[src/rtl/mu0_regbank_pkg.sv]
// mu0_regbank_pkg: shared sizing constants for the MU0 register bank and its users
package mu0_regbank_pkg;

    localparam int MU0_WIDTH = 12;
    localparam int MU0_NREGS = 4;
    localparam int MU0_AW    = $clog2(MU0_NREGS);

endpackage

[src/rtl/mu0_regen_w.sv]
// mu0_regen_w: WIDTH-bit enable register with synchronous active-high reset
module mu0_regen_w #(
    parameter int WIDTH = 12
) (
    input  logic             Clk,
    input  logic             Reset,
    input  logic             en,
    input  logic [WIDTH-1:0] d,
    output logic [WIDTH-1:0] q
);

    // load d when enabled, clear on reset
    always_ff @(posedge Clk) begin
        if (Reset) q <= '0;
        else if (en) q <= d;
    end

endmodule

[src/rtl/mu0_regbank.sv]
// mu0_regbank: MU0 register bank with pending scoreboard and one-deep shadow; MU0_REGBANK_BYPASS_EN enables write-to-read forwarding
module mu0_regbank
    import mu0_regbank_pkg::*;
#(
    parameter int  WIDTH = MU0_WIDTH,
    parameter int  NREGS = MU0_NREGS,
    localparam int AW    = $clog2(NREGS)
) (
    input  logic             Clk,
    input  logic             Reset,
    input  logic             WrEn,
    input  logic [AW-1:0]    WrAddr,
    input  logic [WIDTH-1:0] WrData,
    input  logic [AW-1:0]    RdAddrA,
    output logic [WIDTH-1:0] RdDataA,
    output logic             RdValidA,
    input  logic [AW-1:0]    RdAddrB,
    output logic [WIDTH-1:0] RdDataB,
    output logic             RdValidB,
    input  logic             ResvEn,
    input  logic [AW-1:0]    ResvAddr,
    output logic             ResvAck,
    input  logic             SaveEn,
    input  logic             RestoreEn,
    output logic [NREGS-1:0] PendMask
);

    logic [WIDTH-1:0] bank   [NREGS];
    logic [WIDTH-1:0] shadow [NREGS];
    logic [NREGS-1:0] pend, shadow_pend, pend_nxt, wr_hit, resv_hit;

    // per-register write and reserve decode; out-of-range indices match nothing, restore blocks both
    always_comb begin
        wr_hit   = '0;
        resv_hit = '0;
        for (int i = 0; i < NREGS; i++) begin
            wr_hit[i]   = WrEn && !RestoreEn && WrAddr == AW'(i);
            resv_hit[i] = ResvEn && !RestoreEn && ResvAddr == AW'(i) &&
                          (!pend[i] || (WrEn && WrAddr == ResvAddr));
        end
    end

    assign ResvAck  = |resv_hit;
    assign PendMask = pend;

    for (genvar g = 0; g < NREGS; g++) begin : g_regs
        mu0_regen_w #(.WIDTH(WIDTH)) u_bank (
            .Clk   (Clk),
            .Reset (Reset),
            .en    (RestoreEn || wr_hit[g]),
            .d     (RestoreEn ? shadow[g] : WrData),
            .q     (bank[g])
        );
        mu0_regen_w #(.WIDTH(WIDTH)) u_shadow (
            .Clk   (Clk),
            .Reset (Reset),
            .en    (SaveEn),
            .d     (bank[g]),
            .q     (shadow[g])
        );
    end

    // next pending vector: restore reloads it, otherwise reserve beats a same-index write
    always_comb begin
        pend_nxt = pend;
        for (int i = 0; i < NREGS; i++)
            pend_nxt[i] = resv_hit[i] ? 1'b1 : wr_hit[i] ? 1'b0 : pend[i];
        if (RestoreEn) pend_nxt = shadow_pend;
    end

    // pending scoreboard and its shadow copy
    always_ff @(posedge Clk) begin
        if (Reset) begin
            pend        <= '0;
            shadow_pend <= '0;
        end else begin
            pend <= pend_nxt;
            if (SaveEn) shadow_pend <= pend;
        end
    end

    // read port A: stored value, optionally forwarded from the write port
    always_comb begin
        RdDataA  = '0;
        RdValidA = 1'b0;
        for (int i = 0; i < NREGS; i++)
            if (RdAddrA == AW'(i)) begin
                RdDataA  = bank[i];
                RdValidA = !pend[i];
            end
`ifdef MU0_REGBANK_BYPASS_EN
        if (|wr_hit && WrAddr == RdAddrA) begin
            RdDataA  = WrData;
            RdValidA = 1'b1;
        end
`endif
    end

    // read port B: stored value, optionally forwarded from the write port
    always_comb begin
        RdDataB  = '0;
        RdValidB = 1'b0;
        for (int i = 0; i < NREGS; i++)
            if (RdAddrB == AW'(i)) begin
                RdDataB  = bank[i];
                RdValidB = !pend[i];
            end
`ifdef MU0_REGBANK_BYPASS_EN
        if (|wr_hit && WrAddr == RdAddrB) begin
            RdDataB  = WrData;
            RdValidB = 1'b1;
        end
`endif
    end

endmodule
[config.mk]
export PLATFORM = sky130hd
export DESIGN_NAME = mu0_regbank
export DESIGN_NICKNAME = d
export VERILOG_FILES = /design/src/rtl/mu0_regbank_pkg.sv /design/src/rtl/mu0_regen_w.sv /design/src/rtl/mu0_regbank.sv
export SDC_FILE = /design/constraint.sdc
export NUM_CORES = 1
export LEC_CHECK = 0
export BUFFER_PORTS_ARGS = -buffer_cell sky130_fd_sc_hd__buf_2
export CAP_MARGIN = 0
export CORE_MARGIN = 8
export CORE_UTILIZATION = 45
export DETAILED_ROUTE_END_ITERATION = 10
export PLACE_DENSITY = 0.65
export SYNTH_ARGS = -nofsm -noshare
export SYNTH_HDL_FRONTEND = slang
export SYNTH_SLANG_ARGS = --single-unit
export TNS_END_PERCENT = 10
[constraint.sdc]
create_clock -name Clk -period 1.8 [get_ports Clk]
set_input_delay 0.45 -clock Clk [delete_from_list [all_inputs] [get_ports Clk]]
set_output_delay 0.45 -clock Clk [all_outputs]
set_load 0.005 [all_outputs]
# Word level (Yosys, flattened, before mapping)

Index checks and enable logic that the tools add are counted.

Register bits: 104
Bits of input ports: 26
Output and inout bits: 31

Equal/unequal tests: 13
Muxes and demuxes: 29
Reductions and logical operators: 37

Operators by type and width:

| kind                 | count |
|---|---|
| $mux W12             | 12 |
| $eq A2 B2 Y1 const B | 8 |
| $mux W1              | 16 |
| $logic_and A1 B1 Y1  | 15 |
| $reduce_bool A3 Y1   | 4 |
| $eq A2 B1 Y1 const B | 4 |
| $logic_not A2 Y1     | 4 |
| $logic_or A1 B1 Y1   | 8 |
| $logic_not A1 Y1     | 5 |
| $mux W4              | 1 |
| $reduce_or A4 Y1     | 1 |
| $eq A2 B2 Y1         | 1 |

# Depth between registers and ports, before layout

Gate-level depths: netlist of run 1.

Depth in word-level cells: 6
Depth in mapped cells: 5

# Cells and area by module

From an unflattened synthesis of run 1, not the netlist that was laid out.

Cell total of the unflattened synthesis: 511
Area, all modules: 4971.0 µm²

Modules (own cells, without submodules):

| module      | times used | cells an instance | area an instance (µm²) | seq. area each (µm²) |
|---|---|---|---|---|
| mu0_regen_w | 8          | 38                | 420.4                  | 240.2 |
| mu0_regbank | 1          | 207               | 1607.8                 | 160.2 |

# Worst setup path after synthesis of run 1

Ideal clock, no wire load.

Path kind: input to output
Start point: input WrAddr[1]
End point: output ResvAck
Arrival: 1.324 ns
Data required time: 1.350 ns
Setup slack: 0.026 ns
Stages on the path: 4
Path through: buf_2 > nand3b_1 > a211oi_1 > or4_1

Word-level cells in the longest chain between the ends: 5
Elaborated cells on any way between the ends: 11
Classes of those cells: eq/ne: 1; reduce/logical: 10

Ends and longest elaborated chain:

| what                    | line              | RTL |
|---|---|---|
| from (decl)             | mu0_regbank.sv:12 | `input logic [AW-1:0] WrAddr,` |
| $eq A2 B2 Y1 (*)        | mu0_regbank.sv:39 | `(!pend[i] \|\| (WrEn && WrAddr == ResvAddr));` |
| $logic_and A1 B1 Y1 (*) | mu0_regbank.sv:39 |  |
| $logic_or A1 B1 Y1      | mu0_regbank.sv:39 |  |
| $logic_and A1 B1 Y1     | mu0_regbank.sv:38 | `resv_hit[i] = ResvEn && !RestoreEn && ResvAddr == AW'(i) &&` |
| $reduce_or A4 Y1 (*)    | mu0_regbank.sv:43 | `assign ResvAck = \|resv_hit;` |
| to (decl)               | mu0_regbank.sv:22 | `output logic ResvAck,` |

Every way passes the cells marked *; elsewhere a longest branch is shown, timed or not.

# Final worst setup path of run 1

Start point: input ResvEn
End point: output ResvAck

Word-level cells in the longest chain between the ends: 4
Elaborated cells on any way between the ends: 10
Classes of those cells: reduce/logical: 10

Ends and longest elaborated chain:

| what                              | line              | RTL |
|---|---|---|
| from (decl)                       | mu0_regbank.sv:20 | `input logic ResvEn,` |
| $logic_and A1 B1 Y1 (*)           | mu0_regbank.sv:38 |  |
| $logic_and A1 B1 Y1 (2 in series) | mu0_regbank.sv:38 |  |
| $reduce_or A4 Y1 (*)              | mu0_regbank.sv:43 |  |

Marks and branches as above.

==> run_results.csv, run 1 <==
group,metric,value,unit
synth,synth-main-ff-cell,"dfxtp_1",
worst_setup_path,critPathCaptureType,"primary output",
timing,fmax,511,MHz
cts,clock_path_buffers,2,
worst_setup_path,worstSetupStartpoint,"ResvEn",
worst_setup_path,worstPathArrival,1510,ps
routing,via_count,4000,
routing,wl,12700,um
cells_and_area,final_cells,690,
pwr,ir_drop,0.000452,V
timing,fin_ws,-157,ps
floorplanning,rows,37,
synth,syn_area_per_cell,9.89,um^2
floorplanning,initial_utilization,0.463,
timing,post-route-min-period,1960,ps
grt,grt.met1_usage,0.229,
timing,relSlewSlack,0.760,
synth,syn_inst,483,
run,maxCapViolations,0,
hold_path,hp-class,"in2reg",
worst_setup_path,max_stage_delay,540,ps
timing,finalSetupViolCount,12,
synth,syn_area,4780,um^2
cts,insertion_delay,370,ps
pwr,power_frac_seq,0.532,
grt,grt_most_used_layer,"met2",
grt,grt_max_degree,56,
grt,antenna_found_initial,0,
cts,clk_pin_slew,90,ps
worst_setup_path,cp_top_family,"simple AND/OR/NAND/NOR gates",
cells_and_area,mostFrequentLayoutCells,"dfxtp_1 (78), nor2_1 (75), nand2_1 (57)",
synth,ys_warn_count,0,
worst_setup_path,start_kind,"primary input",
synth,ys_types,30,
worst_setup_path,crit_buf_inv,2,
grt,track_usage,0.182,
routing,drc,0,
floorplanning,core,10300,um^2
worst_setup_path,critPathRequiredTime,1350,ps
cts,htreeDepth,3,
grt,gr-total-overflow,0,
pwr,power_leakage,0.00231,uW
synth,synth_nets,509,
timing,finClkSkew,7.76,ps
cells_and_area,n_fill_cell,891,
synth,synth_edf_count,0,
cells_and_area,postLayoutCellArea,5830,um^2
floorplanning,die_h,119,um
cells_and_area,drive_gt1_frac,0.323,
pwr,p_sw_frac,0.250,
place,dp_hpwl,8300,um
pwr,p_total,4540,uW
timing,worstMarginPinSlew,360,ps
cells_and_area,final_common_cell,"dfxtp_1",
floorplanning,boundaryPins,57,
worst_setup_path,critical_path.cell_chain,"buf_2 -> or3b_4 -> a211oi_4 -> or4_4 -> buf_6",
cells_and_area,fin_util,0.565,
grt,use_met2,0.302,
cts,cts.sinks,104,
synth,async_flop_share,0,
cts,cts_tree,"built",
worst_setup_path,r2r-start,"PendMask[3]$_SDFFE_PP0P_",
worst_setup_path,ff2ff_setup_slack,790,ps
routing,detail-route-antenna-nets,0,
timing,rsz0062_at_grt,"true",
routing,drt-wirelength-per-cell,18.4,um
timing,finalMaxSlewViolations,0,
place,gp_congestion,0.762,
grt,grt_pass1_vias,4091,
pwr,p_int,3400,uW
worst_setup_path,path_class,"in2out",
pwr,p_sw,1140,uW
timing,post-route-period-util,1.09,
cells_and_area,num_antenna_cells,0,
place,dp.cells,672,
cells_and_area,areaGrowthSynthToFinish,22.0,%
cells_and_area,fin_nets,575,
synth,ys_ff_latch,104,
pwr,p_per_area,779,nW/um^2
timing,hold_viol,0,
grt,grt_pass1_wl,20900,um
pwr,clkPwrFrac,0.339,
worst_setup_path,cp_max_fo,2,
place,placement.cell_area,5470,um^2
routing,dr.pass1.iters,4,
hold_path,hold_path_startpoint,"WrData[3]",
pwr,combPwrFrac,0.129,
floorplanning,fp.dieW,119,um
place,post-place-ws,-266,ps
synth,yosysSeqAreaShare,0.436,
routing,viasPerCell,5.80,
routing,drtIter0Drc,328,
run_status,violations,"setup timing",
floorplanning,dieArea,14200,um^2
grt,met3_usage,0.0439,
cts,ctsRootBufferMaster,"clkbuf_8",
cts,cts_made_buffers,9,
place,port_buffers,56,
worst_setup_path,crit_slowest_cell,"or4_4",
run_status,outcome,"finished, violations left",
area by class of cell:
class | count | area [um^2] | share of cell area
Timing Repair Buffer | 97 | 801 | 0.137
Clock inverter | 4 | 51.3 | 0.00880
Multi-Input combinational cell | 333 | 2510 | 0.431
Tap cell | 136 | 170 | 0.0292
Sequential cell | 104 | 2120 | 0.363
Inverter | 4 | 15.0 | 0.00258
Clock buffer | 12 | 165 | 0.0283
per-layer routing:
layer  routed length [um]  vias to the layer above
li1                     -                     1887
met1                 5600                     1965
met2                 6160                      135
met3                  821                       13
met4                  132                        0
met5                    0                        -
worst min-delay path, cell delays in order:
cell      delay, ps
buf_2           130
nand2_1          60
a311oi_1         80
kinds of logic after synthesis:
logic type,synth area share
compound gates,0.128
flops,0.436
buf+inv,0.0453
mux,0.231
simple gates,0.160
path summary, 6_finish.rpt:
check | endpoint | cells past startpoint
worst max-delay path | ResvAck | 5
worst min-delay path | g_regs[1].u_bank.q[3]$_SDFFE_PP0P_ | 3
worst max register to register | PendMask[3]$_SDFFE_PP0P_ | 3
worst min register to register | g_regs[3].u_bank.q[7]$_SDFFE_PP0P_ | 2
flip-flops by register name, indices dropped and copies added (netlist names):
signal,count
g_regs.u_bank.q,48
g_regs.u_shadow.q,48
PendMask,4
shadow_pend,4
Yosys cell counts (all sizes together), types with 2 or more instances:
master	instances	area, um^2
nand4bb	2	22.5
nand3b	3	22.5
mux2i	52	521
nand2b	4	25.0
buf	24	134
dfxtp	104	2080
nor2	75	282
nand2	57	214
inv	4	15.0
mux4	26	586
a22oi	25	188
o21ai	4	20.0
and4bb	2	25.0
a211oi	4	30.0
clkbuf	18	67.6
nand3	19	95.1
a21oi	25	125
o21ba	4	40.0
a311oi	23	201
or3b	2	17.5
timing repair:
item	CTS	global route
pin swaps	3	4
endpoints found under the setup margin	27	26
setup buffers	2	0
resized for setup	17	30
endpoints found under the hold margin	0	0
hold buffers	0	0
metrics by stage:
stage	hold slack, ps	setup TNS, ps
2_1_floorplan	456	0
3_3_place_gp	466	-1960
3_5_place_dp	481	-2620
4_1_cts	371	-661
5_1_grt	377	-1100
6_report	383	-520
power by group through the flow:
stage,Sequential (uW),Clock (uW),Combinational [uW]
2_1_floorplan,2450,0,331
3_3_place_gp,2460,0,551
3_5_place_dp,2470,0,564
4_1_cts,2410,1570,576
5_1_grt,2430,1650,633
6_report,2420,1540,586
Note: power is estimated with default switching activity, not from simulation.
==> run 2: changes to the inputs <==
- BUFFER_PORTS_ARGS: -buffer_cell sky130_fd_sc_hd__buf_2 -> -buffer_cell sky130_fd_sc_hd__buf_4
- PLACE_DENSITY: 0.65 -> 0.62
- clock period: 1.8 -> 2.1 ns (I/O delays scaled with it)
==> run 2 against run 1 <==
The flow still finishes with violations (setup timing). Non-clock buffer count unchanged. Critical path depth increased by 1. Register-to-register slack improved by 270 ps. Critical path type unchanged. Largest power group unchanged.
==> run_results.csv, run 2 (synthesis gave the netlist of run 1 again) <==
group,metric,value,unit
floorplanning,initial_utilization,0.463,
worst_setup_path,start_kind,"primary input",
timing,hold_viol,0,
timing,finClkSkew,7.55,ps
routing,wl,12800,um
timing,rsz0062_at_grt,"true",
grt,grt_pass1_vias,4038,
routing,viasPerCell,5.74,
timing,post-route-period-util,1.02,
place,dp_hpwl,8910,um
cells_and_area,num_antenna_cells,0,
floorplanning,core,10300,um^2
cells_and_area,final_cells,690,
timing,worstMarginPinSlew,407,ps
worst_setup_path,r2r-start,"PendMask[1]$_SDFFE_PP0P_",
routing,drc,0,
worst_setup_path,worstPathArrival,1610,ps
routing,drtIter0Drc,310,
worst_setup_path,cp_max_fo,3,
cells_and_area,postLayoutCellArea,5800,um^2
run_status,violations,"setup timing",
timing,finalSetupTns,-39.6,ps
pwr,power_leakage,0.00227,uW
place,port_buffers,56,
place,gp_congestion,0.781,
cts,cts_tree,"built",
floorplanning,dieArea,14200,um^2
routing,dr.pass1.iters,4,
worst_setup_path,path_class,"in2out",
cells_and_area,largest_registers,"g_regs.u_bank.q (48), g_regs.u_shadow.q (48)",
pwr,p_per_area,637,nW/um^2
hold_path,hp-class,"in2reg",
cts,cts_made_buffers,9,
cts,insertion_delay,360,ps
timing,finalSetupViolCount,1,
cts,cts.sinks,104,
cells_and_area,mostFrequentLayoutCells,"dfxtp_1 (101), buf_4 (82), nor2_1 (75)",
cts,htreeDepth,3,
cells_and_area,fin_util,0.562,
cts,ctsRootBufferMaster,"clkbuf_8",
timing,fmax,467,MHz
hold_path,hold_path_startpoint,"WrData[1]",
routing,drt-wirelength-per-cell,18.6,um
worst_setup_path,timing.rr.end,"PendMask[1]$_SDFFE_PP0P_",
cts,clk_pin_slew,90,ps
hold_path,hold_end,"g_regs[2].u_bank.q[1]$_SDFFE_PP0P_",
cells_and_area,drive_gt1_frac,0.273,
place,post-place-ws,-112,ps
place,placement.cell_area,5570,um^2
cts,ctsHoldBuffers,0,
worst_setup_path,critPathRequiredTime,1570,ps
floorplanning,die_h,119,um
grt,antenna_found_initial,0,
place,dp.cells,672,
grt,grt_pass1_wl,21000,um
floorplanning,rows,37,
routing,detail-route-antenna-nets,0,
worst_setup_path,r2r_cells,4,
floorplanning,boundaryPins,57,
routing,via_count,3959,
timing,relSlewSlack,0.728,
worst_setup_path,critPathCaptureType,"primary output",
cells_and_area,final_common_cell,"dfxtp_1",
worst_setup_path,ff2ff_setup_slack,1060,ps
cts,clock_path_buffers,2,
floorplanning,fp.dieW,119,um
cells_and_area,areaGrowthSynthToFinish,21.4,%
pwr,ir_drop,0.000502,V
run_status,outcome,"finished, violations left",
run,maxCapViolations,0,
hold_path,min_delay_path_depth,3,
grt,grt_max_degree,66,
grt,gr-total-overflow,0,
timing,fin_ws,-39.6,ps
cells_and_area,n_fill_cell,904,
timing,post-route-min-period,2140,ps
timing,finalMaxSlewViolations,0,
grt,track_usage,0.183,
cells_and_area,fin_nets,575,
==> run 2: stage by stage <==
| stage | hold slack, ps | power [uW] |
|---|---|---|
| 2_1_floorplan | 456 | 2390 |
| 3_3_place_gp | 471 | 2610 |
| 3_5_place_dp | 478 | 2620 |
| 4_1_cts | 435 | 3740 |
| 5_1_grt | 448 | 3840 |
| 6_report | 454 | 3690 |
==> run 2: report_power, final <==
part / leakage [uW] / internal, uW / switching (uW)
logic: 0.00134 / 255 / 257
clock network: 0.0000769 / 467 / 643
registers: 0.000846 / 2030 / 44.6
==> run 2: per-layer routing <==
layer,global-route usage,vias up,share of wire
li1,-,1888,-
met1,0.217,1965,0.43
met2,0.318,93,0.51
met3,0.0406,13,0.053
met4,0.0648,0,0.013
met5,0,-,0
==> run 2: final cells by class <==
type / instances / area, um^2 / share of cell area
Clock buffer: 14 / 153 / 0.0263
Clock inverter: 2 / 15.0 / 0.00259
Inverter: 4 / 15.0 / 0.00259
Multi-Input combinational cell: 333 / 2500 / 0.431
Sequential cell: 104 / 2090 / 0.360
Tap cell: 136 / 170 / 0.0293
Timing Repair Buffer: 97 / 863 / 0.149
==> run 2: timing repair <==
item,4_1_cts,5_1_grt
pin swaps,5,1
setup endpoints to repair,1,1
gates resized for setup,13,0
buffers inserted,2,0
==> run 2: worst max path at each step <==
stage                         end  slack (ps)  cells past startpoint      start
after floorplan           ResvAck         180                      4  WrAddr[1]
after global placement    ResvAck         -80                      5  WrAddr[0]
after detailed placement  ResvAck        -110                      5  RestoreEn
after CTS                 ResvAck         -10                      6  WrAddr[0]
after global routing      ResvAck         -70                      6  WrAddr[0]
final                     ResvAck         -40                      6  WrAddr[0]
==> run 2: worst max-delay path, cell delays in order <==
cell and delay, ps:
buf_6 100, buf_6 100, nand3b_1 130, a211oi_2 100
or4_1 530, buf_6 140
==> run 3: changes to the inputs <==
==> constraint.sdc (replaced) <==
create_clock -name Clk -period 2.1 [get_ports Clk]
set_input_delay 0.21 -clock Clk [delete_from_list [all_inputs] [get_ports Clk]]
set_output_delay 0.21 -clock Clk [all_outputs]
set_load 0.005 [all_outputs]
==> run 3 against run 2 <==
The run now ends clean. Clock skew is 1.9 ps lower. Clock power grew 9%. Power up 1.2%. Critical endpoint unchanged. Wire length shrank 1.7%. Die area did not move. Highest routed layer unchanged.
==> run_results.csv, run 3 (synthesis gave the netlist of run 1 again) <==
group,metric,value,unit
cells_and_area,multi_input_area,2480,um^2
cells_and_area,final_cells,665,
grt,antenna_found_initial,0,
hold_path,hp-class,"in2reg",
pwr,power_leakage,0.00211,uW
place,gp_congestion,0.732,
run,maxCapViolations,0,
cts,insertion_delay,370,ps
cells_and_area,fin_nets,550,
place,dp.cells,649,
worst_setup_path,cp_max_fo,6,
cts,cts.sinks,104,
routing,wl,12600,um
routing,via_count,3854,
worst_setup_path,critPathRequiredTime,1890,ps
timing,post-route-period-util,0.888,
timing,post-route-min-period,1860,ps
worst_setup_path,start_kind,"flop",
floorplanning,fp.dieW,119,um
pwr,combPwrFrac,0.123,
place,port_buffers,56,
grt,grt_pass1_wl,20500,um
floorplanning,initial_utilization,0.463,
cts,post_cts_resized,0,
timing,hold_viol,0,
grt,grt_max_degree,58,
routing,drc,0,
cts,htreeDepth,3,
timing,finalMaxSlewViolations,0,
timing,finClkSkew,5.68,ps
pwr,power_frac_seq,0.554,
cells_and_area,mostFrequentLayoutCells,"dfxtp_1 (104), nor2_1 (75), buf_4 (70)",
cells_and_area,largest_registers,"g_regs.u_bank.q (48), g_regs.u_shadow.q (48)",
timing,finalSetupTns,0,ps
cells_and_area,n_fill_cell,934,
grt,track_usage,0.180,
floorplanning,die_h,119,um
cts,clk_pin_slew,90,ps
pwr,p_sw_frac,0.253,
routing,drt-wirelength-per-cell,19.0,um
timing,finalSetupViolCount,0,
grt,gr-total-overflow,0,
worst_setup_path,worstPathArrival,1650,ps
cts,ctsRootBufferMaster,"clkbuf_8",
cells_and_area,num_antenna_cells,0,
routing,viasPerCell,5.80,
timing,rsz0062_at_grt,"false",
cells_and_area,fin_util,0.532,
cells_and_area,final_common_cell,"dfxtp_1",
cts,cts_made_buffers,9,
timing,relSlewSlack,0.604,
pwr,clkPwrFrac,0.323,
grt,grt_pass1_vias,3830,
place,post-place-ws,491,ps
cells_and_area,drive_gt1_frac,0.227,
timing,fin_ws,236,ps
worst_setup_path,path_class,"reg2out",
timing,worstMarginPinSlew,595,ps
cts,postCtsSetupRepairBufs,0,
run_status,outcome,"complete, no violations",
floorplanning,boundaryPins,57,
pwr,p_sw,946,uW
floorplanning,rows,37,
worst_setup_path,critPathCaptureType,"primary output",
cts,cts_tree,"built",
pwr,ir_drop,0.000423,V
floorplanning,core,10300,um^2
pwr,p_int,2790,uW
pwr,p_per_area,680,nW/um^2
cells_and_area,seqCellArea,2080,um^2
routing,detail-route-antenna-nets,0,
timing,fmax,536,MHz
floorplanning,dieArea,14200,um^2
cells_and_area,areaGrowthSynthToFinish,15.0,%
cts,clock_path_buffers,2,
routing,dr.pass1.iters,4,
routing,drtIter0Drc,323,
place,dp_hpwl,8380,um
cts,ctsHoldBuffers,0,
run 3: changes by cell type in the layout (fill, tap and decap cells not counted), sizes merged:
cell / change
buf: -25
bufinv: +1
clkbuf: -1
clkinvlp: -1
clkinv: +1
run 3: through the flow:
step | total power (uW) | area, um^2 | hold slack (ps)
2_1_floorplan | 2390 | 4780 | 372
3_3_place_gp | 2570 | 5310 | 471
3_5_place_dp | 2580 | 5310 | 481
4_1_cts | 3770 | 5490 | 122
5_1_grt | 3890 | 5490 | 128
6_report | 3740 | 5490 | 143
run 3: final cells by class:
class / count / share of cell area
Tap cell: 136 / 0.0310
Inverter: 4 / 0.00273
Multi-Input combinational cell: 333 / 0.451
Clock buffer: 13 / 0.0253
Clock inverter: 3 / 0.00774
Timing Repair Buffer: 72 / 0.103
Sequential cell: 104 / 0.379
run 3: power groups by stage:
stage | clock network [uW] | registers [uW] | logic, uW
6_report | 1210 | 2070 | 460
2_1_floorplan | 0 | 2100 | 284
3_3_place_gp | 0 | 2110 | 456
3_5_place_dp | 0 | 2120 | 462
4_1_cts | 1240 | 2070 | 463
5_1_grt | 1310 | 2080 | 498
run 3: path summary, 6_finish.rpt:
kind	startpoint	endpoint	slack, ps	depth (start not counted)
min reg2reg	g_regs[3].u_bank.q[6]$_SDFFE_PP0P_	g_regs[3].u_bank.q[6]$_SDFFE_PP0P_	490	2
max reg2reg	PendMask[1]$_SDFFE_PP0P_	PendMask[1]$_SDFFE_PP0P_	1160	2
min	WrData[4]	g_regs[0].u_bank.q[4]$_SDFFE_PP0P_	140	3
max	PendMask[0]$_SDFFE_PP0P_	ResvAck	240	3
run 3: critical path: stages (launching register included):
cell and delay [ps]:
dfxtp_1 460, a211oi_1 130, or4_1 550, buf_4 160
run 3: layer usage:
layer  share of wire  vias to the layer above  routed length, um  global-route usage
met3           0.049                       13                613              0.0482
met1            0.44                     1899               5600               0.224
met2            0.50                      103               6250               0.301
met4           0.012                        0                149              0.0482
met5               0                        -                  0                   0
li1                -                     1839                  -                   -
